<file path="src/rtl/bus_split_pkg.sv">
// bus_split_pkg: shared state encoding and parameter defaults for the bus split stage
package bus_split_pkg;
  typedef enum logic [1:0] {EMPTY, ONE, FULL} state_e;
  localparam int WIDTH_DEF = 2;
  localparam int CNT_W_DEF = 8;
endpackage

</file>
<file path="src/rtl/bus_split_skid.sv">
// bus_split_skid: 2-entry skid buffer (head/tail) with registered src_ready
module bus_split_skid
  import bus_split_pkg::*;
#(
  parameter int WIDTH = WIDTH_DEF
) (
  input  logic             clk,
  input  logic             rst_n,
  input  logic             src_valid,
  output logic             src_ready,
  input  logic [WIDTH-1:0] src_bus,
  input  logic             flush,
  output logic             sink_valid,
  input  logic             sink_ready,
  output logic [WIDTH-1:0] head
);
  state_e state_q, state_d;
  logic [WIDTH-1:0] head_q, head_d, tail_q, tail_d;
  logic ready_q, ready_d;
  logic src_fire, sink_fire;
  assign src_fire  = src_valid & ready_q;
  assign sink_fire = sink_valid & sink_ready;
  always_ff @(posedge clk or negedge rst_n)
    if (!rst_n) begin
      state_q <= EMPTY;
      head_q  <= '0;
      tail_q  <= '0;
      ready_q <= 1'b0;
    end else begin
      state_q <= state_d;
      head_q  <= head_d;
      tail_q  <= tail_d;
      ready_q <= ready_d;
    end
  always_comb begin
    state_d = state_q;
    head_d  = head_q;
    tail_d  = tail_q;
    if (flush) state_d = EMPTY;
    else
      case (state_q)
        EMPTY: if (src_fire) begin
          state_d = ONE;
          head_d  = src_bus;
        end
        ONE: begin
          state_d = src_fire == sink_fire ? ONE : (src_fire ? FULL : EMPTY);
          head_d  = src_fire && sink_fire ? src_bus : head_q;
          tail_d  = src_fire && !sink_fire ? src_bus : tail_q;
        end
        FULL: if (sink_fire) begin
          state_d = ONE;
          head_d  = tail_q;
        end
        default: state_d = EMPTY;
      endcase
    ready_d = state_d != FULL;
  end
  always_comb begin
    sink_valid = state_q != EMPTY;
    src_ready  = ready_q;
    head       = head_q;
  end
  a_no_fire_full: assert property (@(posedge clk) disable iff (!rst_n) !(state_q == FULL && src_fire));
endmodule

</file>
<file path="src/rtl/bus_split_stage.sv">
// bus_split_stage: skid-buffered word split into a lane-cleared bus and a scalar, with transfer count
module bus_split_stage
  import bus_split_pkg::*;
#(
  parameter int WIDTH      = WIDTH_DEF,
  parameter int SCALAR_IDX = 0,
  parameter int CNT_W      = CNT_W_DEF
) (
  input  logic             clk,
  input  logic             rst_n,
  input  logic             src_valid,
  output logic             src_ready,
  input  logic [WIDTH-1:0] src_bus,
  input  logic             flush,
  output logic             sink_valid,
  input  logic             sink_ready,
  output logic [WIDTH-1:0] sink_bus,
  output logic             scalar_sink,
  output logic [CNT_W-1:0] xfer_count
);
  localparam logic [WIDTH-1:0] LANE = WIDTH'(1) << SCALAR_IDX;
  logic [WIDTH-1:0] head;
  logic [CNT_W-1:0] cnt_q, cnt_d;
  bus_split_skid #(.WIDTH(WIDTH)) u_skid (
    .clk        (clk),
    .rst_n      (rst_n),
    .src_valid  (src_valid),
    .src_ready  (src_ready),
    .src_bus    (src_bus),
    .flush      (flush),
    .sink_valid (sink_valid),
    .sink_ready (sink_ready),
    .head       (head)
  );
  always_ff @(posedge clk or negedge rst_n)
    if (!rst_n) cnt_q <= '0;
    else        cnt_q <= cnt_d;
  always_comb begin
    cnt_d       = cnt_q + CNT_W'(sink_valid & sink_ready);
    sink_bus    = sink_valid ? head & ~LANE : '0;
    scalar_sink = sink_valid & head[SCALAR_IDX];
    xfer_count  = cnt_q;
  end
  a_idx_range: assert property (@(posedge clk) SCALAR_IDX < WIDTH);
endmodule

</file>
<file path="config.mk">
export PLATFORM = sky130hd
export DESIGN_NAME = bus_split_stage
export DESIGN_NICKNAME = d
export VERILOG_FILES = /design/src/rtl/bus_split_pkg.sv /design/src/rtl/bus_split_skid.sv /design/src/rtl/bus_split_stage.sv
export SDC_FILE = /design/constraint.sdc
export NUM_CORES = 1
export LEC_CHECK = 0
export CORE_MARGIN = 10
export CORE_UTILIZATION = 30
export CTS_CLUSTER_SIZE = 25
export DETAILED_ROUTE_END_ITERATION = 16
export REMOVE_ABC_BUFFERS = 1
export SYNTH_ARGS = -nofsm -noshare
export SYNTH_HDL_FRONTEND = slang
export SYNTH_SLANG_ARGS = --single-unit
</file>
<file path="constraint.sdc">
create_clock -name clk -period 1.4 [get_ports clk]
set_input_delay 0.42 -clock clk [delete_from_list [all_inputs] [get_ports clk]]
set_output_delay 0.42 -clock clk [all_outputs]
set_load 0.01 [all_outputs]
</file>
==> flow_summary.ini, run 1 <==
[routing]
via_per_inst = 4.415
drc_errors = 0
wl_mm = 1.696
antenna_left = 0
route.vias.total = 574
dr.pass1.iters = 3
wl_per_cell_um = 13.05
drt_iter0_markers = 21

[placed_design]
gp_congestion = 0.7284
hpwl_mm = 1.154
postPlaceCellArea_mm2 = 0.001012
port-buffer-count = 18

[pwr]
leakage_nw = 0.5617
power_switching_w = 0.0004524
ir_worst_vdd_v = 0.0009629
clockPowerShare = 0.162
internal-power_w = 0.001001
combinationalPowerShare = 0.426
swShare = 0.3112
power_w = 0.001454
power_density_mw_per_mm2 = 1219
p_seq_frac = 0.412

[logic_synthesis]
synth_area_um2 = 721.9
synth-main-ff-cell = dfrtp_1
ys_warn_count = 0
synth.distinct_cells = 26
syn_inst = 61
ys_ff_latch = 15
synth_edf_count = 0
synthArstFlopShare = 1.000
avgSynthCellArea_um2 = 11.84
yosysSeqAreaShare = 0.5199

[cells_and_area]
drive_above_1_share = 0.5196
nNetsFinal = 111
final_area_mm2 = 0.001192
mostFrequentLayoutCell = buf_4
fillCellCount = 215
post-route-util = 0.5289
antenna_cells = 0
final_cell_mix = 18 x buf_4, 15 x dfrtp_1, 8 x clkdlybuf4s15_1
syn2layout_area_growth_pct = 65.16

[grt]
grt_first_pass_wirelength_mm = 2.891
grt_pass1_vias = 649
antenna_found_initial = 0
grt_max_degree = 16
grt_use_total = 0.06982
grt_overflow = 0

[clocking]
cts_sinks = 15
htree_levels = 1
clkLatencyLatePin_ns = 0.27
cts_tree = yes
clock_path_buffers = 2
numCtsBuffers = 3
cts_hold_buf = 0
clk_pin_slew_ns = 0.08
root_buffer = clkbuf_4

[timing]
fmax_ghz = 0.6242
hold_viol = 0
finalSetupViolations = 7
fin_ws_ns = -0.2022
slew_violations = 0
rsz0062_at_grt = true
period_minus_slack_ns = 1.602
period_share = 1.144
finalClockSkew_ns = 0.002643

[floorplanning]
io_pins = 20
chipWidth_um = 69.06
die_h_um = 69.06
dieArea_mm2 = 0.004769
rows = 17
coreArea_mm2 = 0.002255
initial_core_util = 0.3202

[critical_path]
arrival_ns = 1.18
crit_required_ns = 0.98
slowest_stage = dfrtp_1
path_class = reg2out
cp_max_fo = 3
crit_path_cell_trace = or2_4 -> and2_4 -> buf_6
critPathCaptureType = output pin
max_stage_delay_ns = 0.39
critPathLaunchType = register

[run_status]
violations = negative setup slack
outcome = complete, but fails checks

[job]
cap_violations = 0

[hold_path]
hold_path.class = in2async
==> routing by layer <==
layer  vias to the layer above  part of all wire  track usage
met5                         -                 0            0
met4                         0                 0      0.01996
met3                         0              0.11      0.04137
met2                        17              0.44       0.1028
met1                       271              0.45      0.08279
li1                        286                 -            -
==> area by class of cell <==
class,count,area [um2],share of cell area
tap,28,35.03,0.02938
timing repair buffer,38,337.8,0.2833
sequential,15,375.4,0.3148
inverter,2,7.507,0.006296
clock buffer,4,26.28,0.02204
multi-input combinational,43,410.4,0.3442
==> registers in the layout, indices dropped and copies added, names as in the netlist <==
register / flops
u_skid.head: 2
u_skid.src_ready: 1
u_skid.state_q: 2
xfer_count: 8
u_skid.tail_q: 2
==> per-stage QoR <==
stage          setup WS (ns)  std cells  setup TNS, ns  hold WS (ns)
5_1_grt              -0.2626        130         -1.243        0.4368
3_5_place_dp         -0.4157        117         -5.060        0.4706
2_1_floorplan      -0.003858         60      -0.007715        0.1244
3_3_place_gp         -0.3724        117         -4.861        0.4657
6_report             -0.2022        130        -0.6584        0.4482
4_1_cts              -0.2286        125        -0.6407        0.4463
==> logic make-up after synthesis <==
logic type,Yosys count,synth area share
compound gates,4,0.04160
xor+xnor,7,0.08492
fa+ha+maj,1,0.01733
buf+inv,3,0.02079
flops,15,0.5199
mux,8,0.1248
other cells,1,0.005194
simple gates,22,0.1855
==> Yosys cell counts, types with 2 or more instances <==
cell type,count,share of area
mux2_1,4,0.062
mux2_2,4,0.062
nor3_1,2,0.014
nand3_1,4,0.028
xor2_1,2,0.024
and2_1,2,0.017
dfrtp_1,15,0.52
xnor2_1,5,0.061
nor2_1,4,0.021
nand2_1,3,0.016
==> repair_timing <==
item / 4_1_cts / 5_1_grt
pin swaps: 2 / 9
gates resized for setup: 30 / 30
endpoints found under the setup margin: 22 / 21
setup buffers: 5 / 5
==> power groups by stage <==
stage / clock network (W) / logic (W) / registers (W)
after floorplan: 0 / 0.000155 / 0.000667
after global placement: 0 / 0.000527 / 0.000610
after detailed placement: 0 / 0.000531 / 0.000611
after CTS: 0.000251 / 0.000546 / 0.000592
after global routing: 0.000283 / 0.000688 / 0.000614
final: 0.000235 / 0.000620 / 0.000599
==> worst paths after layout <==
path	start	endpoint	slack [ns]	depth (start not counted)
hold / removal	rst_n	xfer_count[4]	0.45	2
hold reg to reg	xfer_count[5]	xfer_count[5]	0.50	1
setup reg to reg	u_skid.state_q[1]	u_skid.head[1]	-0.04	5
setup / recovery	u_skid.state_q[1]	scalar_sink	-0.20	3
min in group clk	xfer_count[5]	xfer_count[5]	0.50	1
max in group asynchronous	rst_n	xfer_count[5]	0.78	2
==> worst max-delay path: cells and delay by family, from the launching register on <==
kind / cells / cell delay [ns]
buffers and inverters: 1 / 0.11
flip-flops: 1 / 0.39
AND/OR/NAND/NOR: 2 / 0.41
No activity file was read; power rests on OpenSTA's default activity.
==> run 2, diff against run 1 <==
Settings changed: CAP_MARGIN from default to 10.
==> results of run 2 <==
Same layout as run 1: the final DEF is identical, and so are final timing and power.
